`src/rtl/sequenciador_lote_pkg.sv`:
```
// Shared definitions for the bottling-line batch sequencer:
// state codes, stock saturation limit and alarm cause codes.
package sequenciador_lote_pkg;

  // State codes are also shown on the debug LEDs, so the values are fixed.
  typedef logic [3:0] estado_t;

  localparam estado_t ST_IDLE   = 4'd0;
  localparam estado_t ST_EXIT   = 4'd1;
  localparam estado_t ST_MOVE   = 4'd2;
  localparam estado_t ST_FILL   = 4'd3;
  localparam estado_t ST_SEAL   = 4'd4;
  localparam estado_t ST_CHECK  = 4'd5;
  localparam estado_t ST_REJECT = 4'd6;
  localparam estado_t ST_ALARM  = 4'd7;
  localparam estado_t ST_DONE   = 4'd8;

  // Upper limit of the two-digit counters (cork stock, rejected bottles).
  localparam logic [6:0] SAT_MAX = 7'd99;

  // Why the line stopped in ALARM; decides whether an acknowledge may clear it.
  typedef enum logic {
    CAUSA_TIMEOUT = 1'b0,
    CAUSA_ROLHA   = 1'b1
  } causa_t;

endpackage

```
`src/rtl/sequenciador_lote_if.sv`:
```
// Sensor/button pulses in, actuator commands and counters out.
// master = the side that drives the pulses (panel/bench), slave = sequencer.
interface sequenciador_lote_if;
  import sequenciador_lote_pkg::*;

  logic       start_pulso;
  logic       pg;
  logic       ch;
  logic       cq;
  logic       repor_pulso;
  logic       ack_alarme;

  logic       motor;
  logic       ev;
  logic       ve;
  logic       alarme;
  logic [3:0] cont_garrafas;
  logic [6:0] cont_duzias;
  logic [6:0] estoque;
  logic [6:0] rejeitadas;
  logic       duzia_pulso;
  logic       lote_pulso;
  estado_t    estado;

  modport master (
    output start_pulso, pg, ch, cq, repor_pulso, ack_alarme,
    input  motor, ev, ve, alarme, cont_garrafas, cont_duzias, estoque,
           rejeitadas, duzia_pulso, lote_pulso, estado
  );

  modport slave (
    input  start_pulso, pg, ch, cq, repor_pulso, ack_alarme,
    output motor, ev, ve, alarme, cont_garrafas, cont_duzias, estoque,
           rejeitadas, duzia_pulso, lote_pulso, estado
  );

endinterface

```
`src/rtl/sequenciador_lote_estoque.sv`:
```
// Cork stock counter: a refill and a seal-consumption can land on the same
// edge; the net change is applied first and then clamped to 0..99.
module estoque_rolhas #(
  parameter int INI   = 20,
  parameter int REPOR = 15
) (
  input  logic       clock,
  input  logic       reset,
  input  logic       repor,
  input  logic       dec,
  output logic [6:0] estoque
);
  import sequenciador_lote_pkg::*;

  localparam logic [6:0]        INI_V   = 7'(INI);
  localparam logic signed [8:0] REPOR_S = 9'(REPOR);
  localparam logic signed [8:0] MAX_S   = $signed({2'b00, SAT_MAX});

  // Clamp a signed net stock value into the displayable range.
  function automatic logic [6:0] satura(input logic signed [8:0] v);
    if (v > MAX_S)
      return SAT_MAX;
    else if (v < 9'sd0)
      return 7'd0;
    else
      return v[6:0];
  endfunction

  logic signed [8:0] soma;

  // Net stock after this cycle's refill and/or consumption.
  always_comb begin
    soma = $signed({2'b00, estoque});
    if (repor)
      soma = soma + REPOR_S;
    if (dec)
      soma = soma - 9'sd1;
  end

  // Stock register; only moves when something happens to it.
  always_ff @(posedge clock or posedge reset) begin
    if (reset)
      estoque <= INI_V;
    else if (repor || dec)
      estoque <= satura(soma);
  end

endmodule

```
`src/rtl/sequenciador_lote.sv`:
```
// Bottling-line batch sequencer: one bottle cycle per position event,
// Moore actuator outputs, dozen/batch counting, reject count and alarms.
module sequenciador_lote #(
  parameter int GARRAFAS_DUZIA = 12,
  parameter int DUZIAS_LOTE    = 10,
  parameter int T_VEDA         = 4,
  parameter int T_ENCHE_MAX    = 200,
  parameter int ESTOQUE_INI    = 20,
  parameter int REPOR_QTD      = 15
) (
  input  logic                 clock,
  input  logic                 reset,
  sequenciador_lote_if.slave   bus
);
  import sequenciador_lote_pkg::*;

  // Timer is shared by FILL (timeout) and SEAL (pulse width).
  localparam int TMAX = (T_ENCHE_MAX > T_VEDA) ? T_ENCHE_MAX : T_VEDA;
  localparam int TW   = $clog2(TMAX + 1);

  localparam logic [TW-1:0] T_FIM_ENCHE = TW'(T_ENCHE_MAX - 1);
  localparam logic [TW-1:0] T_FIM_VEDA  = TW'(T_VEDA - 1);
  localparam logic [3:0]    ULT_GARRAFA = 4'(GARRAFAS_DUZIA - 1);
  localparam logic [6:0]    ULT_DUZIA   = 7'(DUZIAS_LOTE - 1);

  estado_t       estado_q;
  estado_t       estado_d;
  causa_t        causa;
  logic          stop_pend;
  logic [TW-1:0] timer;
  logic [3:0]    cont_g;
  logic [6:0]    cont_d;
  logic [6:0]    rej;
  logic          duzia_q;
  logic          lote_q;
  logic [6:0]    estoque;

  logic          entra_seal;
  logic          aceita;
  logic          rejeita;
  logic          fim_duzia;
  logic          fim_lote;
  logic          em_ciclo;

  // Saturating increment for the reject counter.
  function automatic logic [6:0] incr_sat(input logic [6:0] v);
    if (v >= SAT_MAX)
      return SAT_MAX;
    else
      return v + 7'd1;
  endfunction

  // Events decoded from the registered state and this cycle's inputs.
  always_comb begin
    entra_seal = (estado_q == ST_FILL) && bus.ch;
    aceita     = (estado_q == ST_CHECK) && bus.cq;
    rejeita    = (estado_q == ST_CHECK) && !bus.cq;
    fim_duzia  = aceita && (cont_g == ULT_GARRAFA);
    fim_lote   = fim_duzia && (cont_d == ULT_DUZIA);
    em_ciclo   = (estado_q == ST_EXIT)  || (estado_q == ST_MOVE)  ||
                 (estado_q == ST_FILL)  || (estado_q == ST_SEAL)  ||
                 (estado_q == ST_CHECK) || (estado_q == ST_REJECT);
  end

  // Next-state logic for the bottle cycle.
  always_comb begin
    estado_d = estado_q;
    case (estado_q)
      ST_IDLE: begin
        if (bus.start_pulso)
          estado_d = (estoque == 7'd0) ? ST_ALARM : ST_EXIT;
      end
      ST_EXIT, ST_REJECT: begin
        // Wait for the previous bottle to leave the position sensor.
        if (!bus.pg)
          estado_d = ST_MOVE;
      end
      ST_MOVE: begin
        if (stop_pend)
          estado_d = ST_IDLE;
        else if (estoque == 7'd0)
          estado_d = ST_ALARM;
        else if (bus.pg)
          estado_d = ST_FILL;
      end
      ST_FILL: begin
        // Bottle-full wins over a timeout landing on the same cycle.
        if (bus.ch)
          estado_d = ST_SEAL;
        else if (timer == T_FIM_ENCHE)
          estado_d = ST_ALARM;
      end
      ST_SEAL: begin
        if (timer == T_FIM_VEDA)
          estado_d = ST_CHECK;
      end
      ST_CHECK: begin
        if (!bus.cq)
          estado_d = ST_REJECT;
        else if (fim_lote)
          estado_d = ST_DONE;
        else
          estado_d = ST_EXIT;
      end
      ST_DONE: begin
        if (bus.start_pulso)
          estado_d = ST_EXIT;
      end
      ST_ALARM: begin
        // A cork alarm is only cleared once stock has been refilled.
        if (bus.ack_alarme && ((estoque != 7'd0) || (causa == CAUSA_TIMEOUT)))
          estado_d = ST_IDLE;
      end
      default: estado_d = ST_IDLE;
    endcase
  end

  // State register.
  always_ff @(posedge clock or posedge reset) begin
    if (reset)
      estado_q <= ST_IDLE;
    else
      estado_q <= estado_d;
  end

  // Alarm cause is latched on entry: only FILL can time out.
  always_ff @(posedge clock or posedge reset) begin
    if (reset)
      causa <= CAUSA_ROLHA;
    else if ((estado_d == ST_ALARM) && (estado_q != ST_ALARM))
      causa <= (estado_q == ST_FILL) ? CAUSA_TIMEOUT : CAUSA_ROLHA;
  end

  // Stop request mid-cycle is parked until the conveyor next reaches MOVE.
  always_ff @(posedge clock or posedge reset) begin
    if (reset)
      stop_pend <= 1'b0;
    else if ((estado_q == ST_MOVE) && stop_pend)
      stop_pend <= 1'b0;
    else if (bus.start_pulso && em_ciclo)
      stop_pend <= 1'b1;
  end

  // Cycle timer restarts on every state change and runs in FILL/SEAL.
  always_ff @(posedge clock or posedge reset) begin
    if (reset)
      timer <= '0;
    else if (estado_d != estado_q)
      timer <= '0;
    else if ((estado_q == ST_FILL) || (estado_q == ST_SEAL))
      timer <= timer + 1'b1;
  end

  // Accepted-bottle and dozen counters with rollover.
  always_ff @(posedge clock or posedge reset) begin
    if (reset) begin
      cont_g <= 4'd0;
      cont_d <= 7'd0;
    end else if (aceita) begin
      if (fim_duzia) begin
        cont_g <= 4'd0;
        cont_d <= fim_lote ? 7'd0 : cont_d + 7'd1;
      end else begin
        cont_g <= cont_g + 4'd1;
      end
    end
  end

  // Completion strobes, aligned with the wrapped counter values.
  always_ff @(posedge clock or posedge reset) begin
    if (reset) begin
      duzia_q <= 1'b0;
      lote_q  <= 1'b0;
    end else begin
      duzia_q <= fim_duzia;
      lote_q  <= fim_lote;
    end
  end

  // Rejected-bottle counter, bumped once on the way into REJECT.
  always_ff @(posedge clock or posedge reset) begin
    if (reset)
      rej <= 7'd0;
    else if (rejeita)
      rej <= incr_sat(rej);
  end

  // One cork is consumed as the sealer engages.
  estoque_rolhas #(
    .INI   (ESTOQUE_INI),
    .REPOR (REPOR_QTD)
  ) u_estoque (
    .clock   (clock),
    .reset   (reset),
    .repor   (bus.repor_pulso),
    .dec     (entra_seal),
    .estoque (estoque)
  );

  assign bus.motor         = (estado_q == ST_MOVE) || (estado_q == ST_EXIT) ||
                             (estado_q == ST_REJECT);
  assign bus.ev            = (estado_q == ST_FILL);
  assign bus.ve            = (estado_q == ST_SEAL);
  assign bus.alarme        = (estado_q == ST_ALARM);
  assign bus.cont_garrafas = cont_g;
  assign bus.cont_duzias   = cont_d;
  assign bus.estoque       = estoque;
  assign bus.rejeitadas    = rej;
  assign bus.duzia_pulso   = duzia_q;
  assign bus.lote_pulso    = lote_q;
  assign bus.estado        = estado_q;

endmodule
```
`src/flat_wrapper.sv`:
```
// flat-port wrapper written by rule: the top's interface ports become plain ports
module sequenciador_lote_flat import sequenciador_lote_pkg::*;
#(
  parameter int GARRAFAS_DUZIA = 12,
  parameter int DUZIAS_LOTE    = 10,
  parameter int T_VEDA         = 4,
  parameter int T_ENCHE_MAX    = 200,
  parameter int ESTOQUE_INI    = 20,
  parameter int REPOR_QTD      = 15
)
  (clock, reset, bus_start_pulso, bus_pg, bus_ch, bus_cq, bus_repor_pulso, bus_ack_alarme, bus_motor, bus_ev, bus_ve, bus_alarme, bus_cont_garrafas, bus_cont_duzias, bus_estoque, bus_rejeitadas, bus_duzia_pulso, bus_lote_pulso, bus_estado);
  sequenciador_lote_if bus_i ();
  input  logic clock;
  input  logic reset;
  input wire logic [$bits(bus_i.start_pulso)-1:0] bus_start_pulso;
  input wire logic [$bits(bus_i.pg)-1:0] bus_pg;
  input wire logic [$bits(bus_i.ch)-1:0] bus_ch;
  input wire logic [$bits(bus_i.cq)-1:0] bus_cq;
  input wire logic [$bits(bus_i.repor_pulso)-1:0] bus_repor_pulso;
  input wire logic [$bits(bus_i.ack_alarme)-1:0] bus_ack_alarme;
  output wire logic [$bits(bus_i.motor)-1:0] bus_motor;
  output wire logic [$bits(bus_i.ev)-1:0] bus_ev;
  output wire logic [$bits(bus_i.ve)-1:0] bus_ve;
  output wire logic [$bits(bus_i.alarme)-1:0] bus_alarme;
  output wire logic [$bits(bus_i.cont_garrafas)-1:0] bus_cont_garrafas;
  output wire logic [$bits(bus_i.cont_duzias)-1:0] bus_cont_duzias;
  output wire logic [$bits(bus_i.estoque)-1:0] bus_estoque;
  output wire logic [$bits(bus_i.rejeitadas)-1:0] bus_rejeitadas;
  output wire logic [$bits(bus_i.duzia_pulso)-1:0] bus_duzia_pulso;
  output wire logic [$bits(bus_i.lote_pulso)-1:0] bus_lote_pulso;
  output wire logic [$bits(bus_i.estado)-1:0] bus_estado;
  assign bus_i.start_pulso = bus_start_pulso;
  assign bus_i.pg = bus_pg;
  assign bus_i.ch = bus_ch;
  assign bus_i.cq = bus_cq;
  assign bus_i.repor_pulso = bus_repor_pulso;
  assign bus_i.ack_alarme = bus_ack_alarme;
  assign bus_motor = bus_i.motor;
  assign bus_ev = bus_i.ev;
  assign bus_ve = bus_i.ve;
  assign bus_alarme = bus_i.alarme;
  assign bus_cont_garrafas = bus_i.cont_garrafas;
  assign bus_cont_duzias = bus_i.cont_duzias;
  assign bus_estoque = bus_i.estoque;
  assign bus_rejeitadas = bus_i.rejeitadas;
  assign bus_duzia_pulso = bus_i.duzia_pulso;
  assign bus_lote_pulso = bus_i.lote_pulso;
  assign bus_estado = bus_i.estado;
  sequenciador_lote #(.GARRAFAS_DUZIA(GARRAFAS_DUZIA), .DUZIAS_LOTE(DUZIAS_LOTE), .T_VEDA(T_VEDA), .T_ENCHE_MAX(T_ENCHE_MAX), .ESTOQUE_INI(ESTOQUE_INI), .REPOR_QTD(REPOR_QTD)) u_core (.clock(clock), .reset(reset), .bus(bus_i));
endmodule
```
`config.mk`:
```
export PLATFORM = sky130hd
export DESIGN_NAME = sequenciador_lote_flat
export DESIGN_NICKNAME = d
export VERILOG_FILES = /design/src/rtl/sequenciador_lote_pkg.sv /design/src/rtl/sequenciador_lote_if.sv /design/src/rtl/sequenciador_lote_estoque.sv /design/src/rtl/sequenciador_lote.sv /design/src/flat_wrapper.sv
export SDC_FILE = /design/constraint.sdc
export NUM_CORES = 1
export LEC_CHECK = 0
export ABC_AREA = 0
export BUFFER_PORTS_ARGS = -buffer_cell sky130_fd_sc_hd__buf_2
export CAP_MARGIN = 20
export CORE_MARGIN = 10
export CORE_UTILIZATION = 50
export DETAILED_ROUTE_END_ITERATION = 6
export GPL_ROUTABILITY_DRIVEN = 0
export PLACE_DENSITY = 0.71
export SLEW_MARGIN = 0
export SYNTH_ARGS = -nofsm -noshare
export SYNTH_HDL_FRONTEND = slang
export SYNTH_SLANG_ARGS = --single-unit
export TNS_END_PERCENT = 5
```
`constraint.sdc`:
```
create_clock -name clock -period 2.78 [get_ports clock]
set_clock_uncertainty 0.15 [all_clocks]
set_input_delay 0.139 -clock clock [delete_from_list [all_inputs] [get_ports clock]]
set_output_delay 0.139 -clock clock [all_outputs]
set_load 0.05 [all_outputs]
```
==> reports/results.tsv, run 1 <==
stage	metric	value	unit
logic_synthesis	synth_cell_type_count	59	
power_and_ir_drop	pwr-share-clk	0.132	
grt	antenna_found_initial	0	
finish	instances_no_fill	461	
power_and_ir_drop	power.internal	1488	uW
routing	routedWlPerCell	15.54	um
finish	diodes	0	
sta	timing.fmax	0.3687	GHz
critical_path	cp-start-kind	flop	
finish	drive_gt1_frac	0.2134	
die	start_util	0.5185	
logic_synthesis	synthFlopType	dfrtp_1	
grt	use_met3	0.04669	
power_and_ir_drop	p_leak	0.001522	uW
critical_path	crit_type	flop to flop	
sta	worstMarginPinSlew	0.7987	ns
sta	period_share	0.9757	
die	core	5574	um^2
cts	cts_max_path_buffers	2	
logic_synthesis	synth_area_leader_cell	dfrtp_1	
cts	post-cts-setup-buffers	0	
die	die_y	96.03	um
cts	cts.root.buffer_cell	clkbuf_8	
power_and_ir_drop	power	2995	uW
logic_synthesis	synth_edf_count	0	
logic_synthesis	seq_area_frac_synth	0.3563	
grt	grt_overflow	0	
routing	vias_per_cell	5.924	
die	die_w	96.03	um
logic_synthesis	synth_area	2890	um^2
die	ios	43	
logic_synthesis	syn_avg_cell_area	8.476	um^2
sta	slew_violations	0	
sta	timing.slew.headroom	0.4670	
power_and_ir_drop	p_switching	1507	uW
finish	fill_cells	507	
placed_design	dp_hpwl	5478	um
grt	grt_pass1_vias	2595	
cts	clk_pin_slew	0.08	ns
sta	fin_ws	0.06749	ns
flow_run	cap_viol_max_count	0	
power_and_ir_drop	p_comb_frac	0.570	
logic_synthesis	ys_top_cells_by_area	dfrtp_1 33%, nand2_1 4.9%, o21ai_0 4.8%	
cts	numCtsBuffers	5	
cts	clk_latency	0.30	ns
grt	use_met2	0.2405	
min_path	hp-class	primary input to flop	
logic_synthesis	async_flop_share	1.000	
cts	numClockSinks	41	
sta	period_needed	2.713	ns
sta	rsz0062_at_grt	true	
logic_synthesis	synth_cells	341	
grt	grt_max_degree	22	
finish	nets	403	
logic_synthesis	syn_nets	356	
power_and_ir_drop	ir_drop	474.6	uV
power_and_ir_drop	sequentialPowerShare	0.298	
placed_design	dp_cells	452	
finish	fin_util	0.5960	
routing	firstDrtPassIters	4	
critical_path	crit_fanout	8	
logic_synthesis	synth_top_area_share	0.3290	
grt	grt_usage	0.1637	
power_and_ir_drop	p_sw_frac	0.5031	
die	die_area	9222	um^2
power_and_ir_drop	powerDensity	901.5	nW/um^2
grt	grt_pass1_wl	12320	um
grt	globalRouteMet1Util	0.2282	
outcome	status	finished, final reports clean	
sta	report.final.hold_viol_count	0	
routing	wl	7166	um
finish	area_delta_synth_final	14.94	%
critical_path	setup.worst_path.end_class	flop	
placed_design	place_worst_setup_slack	0.07709	ns
sta	setup_viol	0	
die	rows	27	
cts	cts_tree	yes	
logic_synthesis	yosys_warnings	0	
routing	ant_nets	0	
placed_design	port_buffers	42	
cts	cts_htree_levels	2	
sta	timing.hold.ws	0.08420	ns
routing	vias	2731	
critical_path	critPathRequiredTime	2.85	ns
logic_synthesis	ys_ff_latch	41	
critical_path	worstPathArrival	2.79	ns
routing	drc_errors	0	
grt	busiest_layer	met2	
routing	drt_iter0_markers	147	
[Yosys cell counts (10+ instances only)]
library cell	count
nor2_1	27
nand4_1	10
nand3_1	17
a21oi_1	12
xor2_1	10
dfrtp_1	38
nand2_1	38
xnor2_1	14
o21ai_0	28
nor3_1	10
inv_1	11
[repair_timing]
| action | CTS | global route |
|---|---|---|
| resized for setup | 0 | 2 |
| endpoints found under the hold margin | 17 | 0 |
| setup endpoints to repair | 0 | 13 |
| hold buffers | 1 | 0 |
[power by group through the flow]
stage | Sequential, uW | Clock (uW) | Combinational [uW]
after floorplan | 1160 | 0 | 1020
after global placement | 895 | 0 | 1640
after detailed placement | 902 | 0 | 1660
after CTS | 890 | 404 | 1670
after global routing | 920 | 429 | 1880
final | 893 | 394 | 1710
[layout make-up]
type / count / area [um^2] / area share
Sequential cell: 41 / 1032 / 0.3107
Tap cell: 72 / 90.09 / 0.02712
Clock buffer: 6 / 72.57 / 0.02185
Clock inverter: 2 / 15.01 / 0.004520
Timing Repair Buffer: 58 / 332.8 / 0.1002
Inverter: 11 / 41.29 / 0.01243
Multi-Input combinational cell: 271 / 1738 / 0.5232
[worst max-delay path: stages (launching register included)]
cell	delay, ns
dfrtp_1	0.42
ha_1	0.24
nor4b_1	0.18
a41o_1	0.25
a21o_1	0.18
or4_1	0.42
a221oi_2	0.35
o2111ai_4	0.26
nor2_1	0.18
[worst paths after layout]
| kind | slack [ns] | endpoint | depth (start not counted) | start |
|---|---|---|---|---|
| min in group asynchronous | 0.37 | u_core.timer[5] | 3 | reset |
| hold reg to reg | 0.34 | u_core.bus.rejeitadas[6] | 1 | u_core.bus.rejeitadas[6] |
| max in group asynchronous | 1.33 | u_core.bus.cont_garrafas[3] | 4 | reset |
| setup reg to reg | 0.07 | u_core.timer[7] | 8 | u_core.timer[0] |
| setup / recovery | 0.07 | u_core.timer[7] | 8 | u_core.timer[0] |
| hold / removal | 0.08 | u_core.stop_pend | 3 | bus_start_pulso |
[cell usage in the layout, fill, tap and decap left out, types with 4 or more instances in the layout]
cell / synthesis / layout
a21oi_1: 12 / 12
ha_1: 7 / 7
nand4_1: 10 / 10
and3_1: 7 / 7
dfrtp_1: 38 / 36
clkbuf_8: 0 / 5
or3_1: 6 / 6
nor2_1: 27 / 27
o21ai_0: 28 / 28
xor2_1: 10 / 10
a31oi_1: 8 / 8
nor3_1: 10 / 10
xnor2_1: 14 / 13
nand3_1: 17 / 17
nand2b_1: 7 / 7
buf_4: 2 / 15
nand2_1: 38 / 38
nand3b_1: 4 / 4
buf_2: 8 / 42
nor2b_1: 5 / 5
inv_1: 11 / 11
[flip-flops by register name, indices dropped and copies added, names as in the netlist]
register	cells
u_core.timer	8
u_core.bus.cont_duzias	7
u_core.bus.rejeitadas	7
u_core.u_estoque.estoque	7
u_core.bus.cont_garrafas	4
u_core.bus.estado	4
u_core.bus.duzia_pulso	1
u_core.bus.lote_pulso	1
u_core.causa	1
u_core.stop_pend	1
[through the flow]
stage | setup TNS (ns) | instance area, um^2
2_1_floorplan | 0 | 2899
3_3_place_gp | 0 | 3206
3_5_place_dp | 0 | 3206
4_1_cts | 0 | 3303
5_1_grt | -0.2016 | 3322
6_report | 0 | 3322
[cells by family (layout without fill, tap and decap cells)]
group                      Yosys count  count (layout)  share of synthesized area
and+or+nand+nor                    156             156                     0.2866
AOI/OAI and AO/OA                   80              80                     0.1905
DFF                                 41              41                     0.3563
buffers and inverters               29              77                    0.04892
xor gates and xnor gates            24              24                    0.07273
adders and majority gates            7               7                    0.03030
muxes                                4               4                    0.01472
[layer usage]
metal	wire length [um]	share of wire	vias up
met5	0	0	-
met4	72	0.010	0
met3	584	0.081	9
met2	3095	0.43	91
met1	3414	0.48	1289
li1	-	-	1342
Power figures use the tool's default switching activity.
==> run 2: changes to the inputs <==
Settings changed: RECOVER_POWER set to 100.
==> run 2 against run 1 <==
  * Core utilization down 0.67 points
  * Critical endpoint unchanged
  * Maximum frequency decreased by 0.27%
  * Combinational power about the same
  * Cell area fell by 1.1%
  * Global-route usage unchanged
==> reports/results.tsv, run 2 (same netlist as run 1, synthesis figures left out) <==
stage	metric	value	unit	change
outcome	status	finished, final reports clean		
critical_path	worstPathArrival	2.79	ns	about the same
cts	clk_latency	0.30	ns	about the same
die	die_y	96.03	um	unchanged
grt	grt_pass1_vias	2595		unchanged
cts	cts_htree_levels	2		unchanged
finish	nets	403		unchanged
sta	worstMarginPinSlew	0.7974	ns	-0.001237 ns
routing	wl	7140	um	-0.36%
finish	mostFrequentLayoutCells	38 x nand2_1, 36 x dfrtp_1, 31 x clkbuf_1		
placed_design	placed_area	3206	um^2	unchanged
cts	cts_max_path_buffers	2		unchanged
routing	drt_iter0_markers	134		-8.8%
grt	grt_pass1_wl	12320	um	unchanged
finish	area_delta_synth_final	13.64	%	
critical_path	cp-start-kind	flop		
cts	cts.root.buffer_cell	clkbuf_8		
sta	setup_viol	0		unchanged
power_and_ir_drop	p_switching	1511	uW	+0.29%
cts	post-cts-setup-buffers	0		unchanged
die	start_util	0.5185		unchanged
sta	slew_violations	0		unchanged
min_path	hp-class	primary input to flop		
grt	grt_usage	0.1637		unchanged
power_and_ir_drop	sequentialPowerShare	0.300		+0.002
power_and_ir_drop	powerDensity	906.3	nW/um^2	+0.53%
power_and_ir_drop	power.internal	1466	uW	-1.5%
cts	numClockSinks	41		unchanged
power_and_ir_drop	p_leak	0.001411	uW	-7.3%
finish	largest-register	u_core.timer		
finish	postLayoutCellArea	3284	um^2	-1.1%
finish	drive_gt1_frac	0.1362		-0.07712
cts	cts_tree	yes		
sta	period_share	0.9784		+0.002632
die	ios	43		unchanged
routing	drc_errors	0		unchanged
finish	instances_no_fill	461		unchanged
placed_design	dp_cells	452		unchanged
routing	firstDrtPassIters	4		unchanged
routing	vias_per_cell	5.894		-0.51%
grt	grt_overflow	0		unchanged
sta	timing.slew.headroom	0.4678		+0.0008260
routing	routedWlPerCell	15.49	um	-0.36%
critical_path	setup.worst_path.end_class	flop		
power_and_ir_drop	power	2977	uW	-0.61%
cts	numCtsBuffers	5		unchanged
sta	rsz0062_at_grt	true		
placed_design	dp_hpwl	5478	um	unchanged
power_and_ir_drop	pwr-share-clk	0.133		about the same
routing	vias	2717		-0.51%
sta	fin_ws	0.06017	ns	-0.007318 ns
critical_path	crit_fanout	8		unchanged
sta	period_needed	2.720	ns	+0.007318 ns
power_and_ir_drop	p_comb_frac	0.567		-0.003
die	core	5574	um^2	unchanged
placed_design	port_buffers	42		unchanged
sta	report.final.hold_viol_count	0		unchanged
critical_path	critPathRequiredTime	2.85	ns	about the same
finish	final_common_cell	nand2_1		
placed_design	place_worst_setup_slack	0.07709	ns	unchanged
routing	ant_nets	0		unchanged
finish	largest_reg_flops	8		unchanged
power_and_ir_drop	ir_drop	465.5	uV	-1.9%
grt	antenna_found_initial	0		unchanged
power_and_ir_drop	p_sw_frac	0.5076		+0.004537
grt	grt_max_degree	22		unchanged
critical_path	crit_type	flop to flop		
die	die_w	96.03	um	unchanged
die	die_area	9222	um^2	unchanged
cts	clk_pin_slew	0.08	ns	about the same
sta	timing.fmax	0.3677	GHz	-0.27%
die	rows	27		unchanged
flow_run	cap_viol_max_count	0		unchanged
finish	diodes	0		unchanged
[run 2: cell count changes in the layout (fill, tap and decap cells not counted), sizes merged]
cell	previous run	this run
buf	57	27
clkbuf	6	36
[run 2: layer usage]
layer,global-route usage,vias to the layer above,part of all wire
li1,-,1345,-
met1,0.2282,1290,0.48
met2,0.2405,73,0.44
met3,0.04669,9,0.073
met4,0.04668,0,0.010
met5,0,-,0
[run 2: cell type report]
cell class,instances,area [um^2]
fill,522,2290
clock buffer,6,72.57
clock inverter,2,15.01
sequential,41,1032
tap,72,90.09
inverter,11,41.29
multi-input combinational,271,1738
timing repair buffer,58,295.3
[run 2: worst max-delay path, cell delays in order, from the launching register on]
cell	delay, ns
dfrtp_1	0.42
ha_1	0.24
nor4b_1	0.18
a41o_1	0.25
a21o_1	0.18
or4_1	0.42
a221oi_2	0.35
o2111ai_4	0.26
nor2_1	0.18
[run 2: stage by stage]
stage / hold slack [ns] / setup TNS (ns) / util
6_report: 0.08319 / 0 / 0.5892
5_1_grt: 0.09913 / -0.2039 / 0.5892
4_1_cts: 0.07877 / 0 / 0.5926
3_5_place_dp: 0.1893 / 0 / 0.5751
3_3_place_gp: 0.1751 / 0 / 0.5751
2_1_floorplan: 0.2171 / 0 / -
[run 2: what timing repair did]
| item | 4_1_cts | 5_1_grt |
|---|---|---|
| endpoints found under the setup margin | 0 | 13 |
| hold buffers | 1 | 0 |
| hold endpoints to repair | 17 | 0 |
| gates resized for setup | 0 | 2 |
[run 2: power by group through the flow]
stage,combinational [uW],sequential [uW],clock (uW)
2_1_floorplan,1020,1160,0
3_3_place_gp,1640,895,0
3_5_place_dp,1660,902,0
4_1_cts,1670,890,404
5_1_grt,1850,922,429
6_report,1690,894,395
[run 2: worst paths after layout]
kind | start | end | depth (start not counted) | slack (ns)
worst min register to register | u_core.bus.rejeitadas[6] | u_core.bus.rejeitadas[6] | 1 | 0.34
worst min-delay path | bus_start_pulso | u_core.stop_pend | 3 | 0.08
worst max-delay path | u_core.timer[0] | u_core.timer[7] | 8 | 0.06
max in group asynchronous | reset | u_core.bus.cont_garrafas[3] | 4 | 1.34
worst max register to register | u_core.timer[0] | u_core.timer[7] | 8 | 0.06
min in group asynchronous | reset | u_core.timer[3] | 3 | 0.37
